**src/rtl/nes_joypad.sv**
```systemverilog
// rtl/nes_joypad.sv - NES $4016/$4017 standard controller pair fed from USB HID keycodes
module nes_joypad #(
    parameter bit KEYMAP_P2_EN = 1'b1
) (
    input  logic        cpu_clk,
    input  logic        reset_n,
    input  logic        cpu_en,
    input  logic [15:0] bus_addr,
    input  logic        bus_wr,
    input  logic [7:0]  bus_din,
    input  logic [31:0] keycode,
    output logic [7:0]  bus_out,
    output logic        bus_hit,
    output logic [7:0]  pad1_dbg
);

    localparam logic [15:0] ADDR_JOY1 = 16'h4016;
    localparam logic [15:0] ADDR_JOY2 = 16'h4017;

    logic [31:0] k1_q, k2_q;
    logic [7:0]  pad1_q, pad1_d, pad2_q, pad2_d;
    logic [7:0]  sh1_q, sh1_d, sh2_q, sh2_d;
    logic        strobe_q, strobe_d;
    logic        rollover, accept;
    logic        addr_joy1, addr_joy2, rd_joy1, rd_joy2;
    logic        unused_din;

    // Bit order A,B,Select,Start,Up,Down,Left,Right; opposing directions cancel.
    function automatic logic [7:0] map_keys(input logic [31:0] kc, input logic p2);
        logic [7:0] b;
        logic [7:0] k;
        b = 8'h00;
        for (int i = 0; i < 4; i++) begin
            k = kc[8*i +: 8];
            if (!p2) begin
                case (k)
                    8'h1B: b[0] = 1'b1;
                    8'h1D: b[1] = 1'b1;
                    8'h2B: b[2] = 1'b1;
                    8'h28: b[3] = 1'b1;
                    8'h52: b[4] = 1'b1;
                    8'h51: b[5] = 1'b1;
                    8'h50: b[6] = 1'b1;
                    8'h4F: b[7] = 1'b1;
                    default: ;
                endcase
            end else begin
                case (k)
                    8'h0E: b[0] = 1'b1;
                    8'h0D: b[1] = 1'b1;
                    8'h14: b[2] = 1'b1;
                    8'h08: b[3] = 1'b1;
                    8'h1A: b[4] = 1'b1;
                    8'h16: b[5] = 1'b1;
                    8'h04: b[6] = 1'b1;
                    8'h07: b[7] = 1'b1;
                    default: ;
                endcase
            end
        end
        if (b[4] && b[5]) b[5:4] = 2'b00;
        if (b[6] && b[7]) b[7:6] = 2'b00;
        return b;
    endfunction

    assign unused_din = ^bus_din[7:1];

    assign rollover  = (k2_q[7:0] == 8'h01) || (k2_q[15:8] == 8'h01) ||
                       (k2_q[23:16] == 8'h01) || (k2_q[31:24] == 8'h01);
    assign accept    = (k1_q == k2_q) && !rollover;

    assign addr_joy1 = (bus_addr == ADDR_JOY1);
    assign addr_joy2 = (bus_addr == ADDR_JOY2);
    assign bus_hit   = (addr_joy1 || addr_joy2) && bus_wr;
    assign rd_joy1   = cpu_en && bus_wr && addr_joy1;
    assign rd_joy2   = cpu_en && bus_wr && addr_joy2;
    assign pad1_dbg  = pad1_q;

    always_comb begin
        bus_out = 8'h00;
        if (bus_hit) begin
            bus_out = {7'b0100000, addr_joy2 ? sh2_q[0] : sh1_q[0]};
        end
    end

    always_comb begin
        pad1_d   = pad1_q;
        pad2_d   = pad2_q;
        strobe_d = strobe_q;
        sh1_d    = sh1_q;
        sh2_d    = sh2_q;
        if (accept) begin
            pad1_d = map_keys(k2_q, 1'b0);
            pad2_d = KEYMAP_P2_EN ? map_keys(k2_q, 1'b1) : 8'h00;
        end
        if (cpu_en && !bus_wr && addr_joy1) begin
            strobe_d = bus_din[0];
        end
        // Strobe high keeps the shifters transparent; low freezes them until read.
        if (strobe_q) begin
            sh1_d = pad1_q;
            sh2_d = pad2_q;
        end else begin
            if (rd_joy1) sh1_d = {1'b1, sh1_q[7:1]};
            if (rd_joy2) sh2_d = {1'b1, sh2_q[7:1]};
        end
    end

    always_ff @(posedge cpu_clk) begin
        if (!reset_n) begin
            k1_q     <= 32'h0;
            k2_q     <= 32'h0;
            pad1_q   <= 8'h00;
            pad2_q   <= 8'h00;
            sh1_q    <= 8'h00;
            sh2_q    <= 8'h00;
            strobe_q <= 1'b0;
        end else begin
            k1_q     <= keycode;
            k2_q     <= k1_q;
            pad1_q   <= pad1_d;
            pad2_q   <= pad2_d;
            sh1_q    <= sh1_d;
            sh2_q    <= sh2_d;
            strobe_q <= strobe_d;
        end
    end

endmodule

```
**config.mk**
```make
export PLATFORM = sky130hd
export DESIGN_NAME = nes_joypad
export DESIGN_NICKNAME = d
export VERILOG_FILES = /design/src/rtl/nes_joypad.sv
export SDC_FILE = /design/constraint.sdc
export NUM_CORES = 1
export LEC_CHECK = 0
export CAP_MARGIN = 0
export CORE_ASPECT_RATIO = 1.2
export CORE_UTILIZATION = 57
export DETAILED_ROUTE_END_ITERATION = 10
export PLACE_DENSITY = 0.9
export SLEW_MARGIN = 20
export SYNTH_ARGS = -nofsm -noshare
export SYNTH_HDL_FRONTEND = slang
export SYNTH_SLANG_ARGS = --single-unit
export TNS_END_PERCENT = 50
```
**constraint.sdc**
```tcl
create_clock -name cpu_clk -period 3.63 [get_ports cpu_clk]
set_clock_uncertainty 0.05 [all_clocks]
set_input_delay 0.363 -clock cpu_clk [delete_from_list [all_inputs] [get_ports cpu_clk]]
set_output_delay 0.363 -clock cpu_clk [all_outputs]
set_load 0.1 [all_outputs]
```
Word-level counts from Yosys, hierarchy flattened:

Index checks and enable logic that the tools add are counted.

* muxes and demuxes: 76
* $mul: 0
* order comparisons: 0
* reductions and logical operators: 19
* shift-type cells: 0
* add/sub/neg operators: 0
* equality and inequality tests: 71
* bitwise logic cells: 0
* divide/modulo/power cells: 0

Operators with widths (count)
* 8-bit by 5-bit == test with 1-bit output, second input constant: 20
* 8-bit by 7-bit == test with 1-bit output, second input constant: 16
* 8-bit by 4-bit == test with 1-bit output, second input constant: 12
* 1-bit two-way mux: 65
* 8-bit by 3-bit == test with 1-bit output, second input constant: 8
* 8-bit by 6-bit == test with 1-bit output, second input constant: 8
* 8-bit two-way mux: 6
* 16-bit by 15-bit == test with 1-bit output, second input constant: 2
* 32-bit == test: 1
* 8-bit by 1-bit == test with 1-bit output, second input constant: 4
* 1-bit logical AND: 11
* 2-bit two-way mux: 4
* 7-bit two-way mux: 1
* 1-bit logical OR: 4
* 2-bit nonzero test: 2
* 1-bit zero test: 2

* bits in latches: 0
* word-level logic and storage cells: 173
* input bits: 60
* output and inout bits: 17
* flip-flop bits (word level): 97
* bits in read-only memories: 0
* RAM bits: 0
* memories kept: 0

Depth between registers and ports, before layout:

* depth after elaboration: 9
* gate-level depth with buffers: 8
* gate-level depth less buffers: 5

Least setup slack after synthesis:

OpenSTA, ideal clock, no wires.

* path type: input port to output port
* from: in bus_addr[5]
* to: out bus_out[0]
* setup slack: 0.285 ns
* stages: 3
* buffers on the path: 0
* arrival time: 2.932 ns
* data required time: 3.217 ns
* cells stage by stage: nor4bb_1 nand4_1 nor3_1

* word-level cells in the longest chain between the ends: 4
* elaborated cells between the ends (all ways): 6
* those cells by class: eq/ne (2); mux (2); reduce/logical (2)

Ends and longest elaborated chain
* start: declaration: RTL line 8 `input logic [15:0] bus_addr,`
* 16-bit by 15-bit == test with 1-bit output (on tied branches): RTL line 72, 73
* 1-bit logical OR: RTL line 74 `assign bus_hit = (addr_joy1 || addr_joy2) && bus_wr;`
* 1-bit logical AND: RTL line 74
* 7-bit two-way mux (*): RTL line 81 `if (bus_hit) begin`
* end: declaration: RTL line 12 `output logic [7:0] bus_out,`

Every way passes the cells marked *; elsewhere a longest branch is shown, timed or not.

Final worst setup path:

* from: reg k2_q[14]
* to: reg pad2_q[4]

* word-level cells in the longest chain between the ends: 7
* elaborated cells between the ends (all ways): 18
* those cells by class: eq/ne (4); mux (8); reduce/logical (6)

Ends and longest elaborated chain
* start: declaration: RTL line 20 `logic [31:0] k1_q, k2_q;`
* start signal: assignment: RTL line 120 `k2_q <= k1_q;`
* 8-bit by 5-bit == test with 1-bit output: RTL line 48 `case (k)`
* 1-bit two-way mux (3 in a row): RTL line 48
* 8-bit two-way mux: RTL line 92 `if (accept) begin`
* 1-bit logical AND: RTL line 61 `if (b[4] && b[5]) b[5:4] = 2'b00;`
* 2-bit two-way mux: RTL line 61
* end signal: assignment: RTL line 122 `pad2_q <= pad2_d;`
* end: declaration: RTL line 21 `logic [7:0] pad1_q, pad1_d, pad2_q, pad2_d;`

Parallel ways exist; a longest one is shown, timed or not. The select of a mux whose other input is x is not followed.
A chain may end at the register's enable or synchronous reset.

==> out/results.ini <==
[outcome]
outcome=complete, but fails checks
violations=DRC

[flow_run]
maxCapViolCount=0

[floorplanning]
die-area_um2=8430
initial_utilization_pct=59.3
die_y_um=100
die_x_um=84
core_area_um2=7750
ios=77
fp-row-count=35

[global_routing]
overflow=0
antenna_found_initial=0
grt_usage_pct=27.0
grt_max_degree=79
grt_pass1_wl_mm=17.6
grt_pass1_vias=3603

[critical_path]
crit_fanout=16
start_kind=register
crit_required_ns=3.83
ff2ff_path_depth=5
arrival_ns=2.65
path_class=reg2reg
crit_path_end_kind=register

[power_and_ir_drop]
power_density_nw_per_um2=386
p_leak_nw=2.29
seq_power_share_pct=54.8
clkPwrFrac_pct=35.1
combPwrFrac_pct=10.1
peakVddDrop_mv=0.276
intPower_mw=1.55
switchingPower_mw=0.532
switching_share_pct=25.6

[final_layout]
antennaDiodeCount=0
n_fill_cell=642
drive_above_1_share_pct=6.31
finalNonFillerCells=631
syn_to_final_growth_pct=17.1
nets=594

[detailed_routing]
remaining_drc_errors=12
vias_per_cell=5.83
drt_iter0_markers=182
dr.pass1.iters=7
ant_nets=0
wirelength_mm=10.7
wl_per_cell_um=16.9
dr_total_vias=3679

[synthesis]
syn-instance-count=489
synth-seq-cells=97
synthArstFlopShare_pct=0
ys_types=42
seq_area_frac_synth_pct=42.2
syn_area_um2=4600
yosys_warnings=0
synth_area_per_cell_um2=9.41
synth-main-ff-cell=dfxtp_1
synth_edf_count=0

[timing]
maxSlewViolCount=0
finalHoldViolCount=0
setup-tns-final_ns=0
setup_viol=0
min_period_over_period_pct=67.3
min_period_ns=2.44
worst_pin_slew_ns=0.975
fmax_mhz=409
rsz0062_at_grt=false
max_slew_margin_pct=34.8

[placed_design]
dp_hpwl_mm=8.17
io_buffers=63
gp_congestion=0.947
dp_cells=615

[clocking]
clk_pin_slew_ns=0.10
cts_tree=yes
postCtsSetupRepairBufs=0
cts_made_buffers=9
htreeDepth=3
cts_buffer_depth=2
cts_resized=0
numClockSinks=97
clock_latency_ns=0.37
cts_root_buf=clkbuf_8
postCtsHoldBufs=0

[min_path]
holdPathStages=2
worstHoldPathType=reg2reg

cell type report:
| type | count | area, um^2 | area share, % |
|---|---|---|---|
| Clock buffer | 10 | 138 | 2.56 |
| Clock inverter | 6 | 72.6 | 1.35 |
| Inverter | 2 | 7.51 | 0.139 |
| Multi-Input combinational cell | 355 | 2440 | 45.4 |
| Sequential cell | 97 | 1940 | 36.1 |
| Tap cell | 92 | 115 | 2.14 |
| Timing Repair Buffer | 69 | 666 | 12.4 |
metal layers:
layer	vias to the layer above	track usage [%]	part of all wire, %
li1	1811	-	-
met1	1715	29.7	39
met2	121	49.1	51
met3	32	5.35	5.0
met4	0	14.2	5.0
met5	-	0	0
state kept, by name, indices dropped and copies added (netlist names):
signal,flops
k1_q,32
k2_q,32
pad1_dbg,8
pad2_q,8
sh1_q,8
sh2_q,8
strobe_q,1
Yosys cell counts, types with 3 or more instances:
master    count  area, um^2
or4_1         3        22.5
nor3b_1       4        30.0
nor2_1        9        33.8
nor4_1       11        68.8
dfxtp_1      97        1940
buf_2         4        20.0
nand4_1      24         150
and2_1       69         432
a32oi_1       6        52.6
nand3_1      37         185
xor2_1       32         280
nor4bb_1      6        60.1
nor3_1        3        15.0
and4_1        5        43.8
nor4b_1      15         131
buf_4         8        60.1
buf_6         3        33.8
o211ai_1      4        30.0
nand2_1      37         139
o211a_1      14         140
mux2i_1      28         280
nor2b_1      20         125
clkbuf_1     22        82.6
stage by stage:
stage	utilization [%]	worst slack [ns]	instance area, um^2	power [mW]	hold slack (ns)
6_report	69.5	1.19	5380	2.08	0.417
5_1_grt	69.5	1.01	5380	2.17	0.442
4_1_cts	69.4	1.19	5380	2.10	0.421
3_5_place_dp	66.7	1.23	5170	1.37	0.407
3_3_place_gp	66.7	1.26	5170	1.37	0.401
2_1_floorplan	-	0.285	4620	1.29	0.388
critical path, cell delays in order, from the launching register on:
cell     delay (ns)
dfxtp_1        0.47
xor2_1         0.16
nor4_1         0.45
nand4_1        0.20
or4_4          0.63
mux2_1         0.37
power by group through the flow:
| stage | Combinational [mW] | Clock, mW | Sequential (mW) |
|---|---|---|---|
| after floorplan | 0.147 | 0 | 1.14 |
| after global placement | 0.207 | 0 | 1.16 |
| after detailed placement | 0.211 | 0 | 1.16 |
| after CTS | 0.211 | 0.747 | 1.14 |
| after global routing | 0.229 | 0.800 | 1.14 |
| final | 0.211 | 0.730 | 1.14 |
kinds of logic (layout without fill, tap and decap cells):
logic type             count (synthesis)  in the layout  synth area share (%)
AND/OR/NAND/NOR                      255            255                  33.4
AO/OA/AOI/OAI                         30             30                  5.88
other                                  1              6                0.0815
XOR/XNOR                              32             32                  6.09
flip-flops                            97             97                  42.2
buffers and inverters                 42             87                  5.06
multiplexers                          32             32                  7.24
placed cells by master (no fill, tap or decap), drive strengths merged, types with 3 or more instances in the layout:
cell type      synthesis  final
clkbuf                23     10
nor3b                  4      4
buf                   17     10
dfxtp                 97     97
and2                  69     69
nor4b                 15     15
nor2                   9      9
nand2                 37     37
or4                    4      4
inv                    2      5
mux2                   4      4
nor3                   3      3
xor2                  32     32
mux2i                 28     28
o211a                 14     14
nor4bb                 6      6
conb                   1      6
nand3                 37     37
clkdlybuf4s50          0     59
nand4                 24     24
a32oi                  6      6
o211ai                 4      4
nor2b                 20     20
nor4                  12     12
and4                   5      5
path summary, 6_finish.rpt:
check	from	endpoint	slack [ns]
hold / removal	pad2_q[6]$_SDFFE_PN0P_	pad2_q[6]$_SDFFE_PN0P_	0.42
hold reg to reg	pad2_q[6]$_SDFFE_PN0P_	pad2_q[6]$_SDFFE_PN0P_	0.42
setup reg to reg	k2_q[14]$_SDFF_PN0_	pad2_q[4]$_SDFFE_PN0P_	1.19
setup / recovery	k2_q[14]$_SDFF_PN0_	pad2_q[4]$_SDFFE_PN0P_	1.19
(Power assumes the default switching activity.)
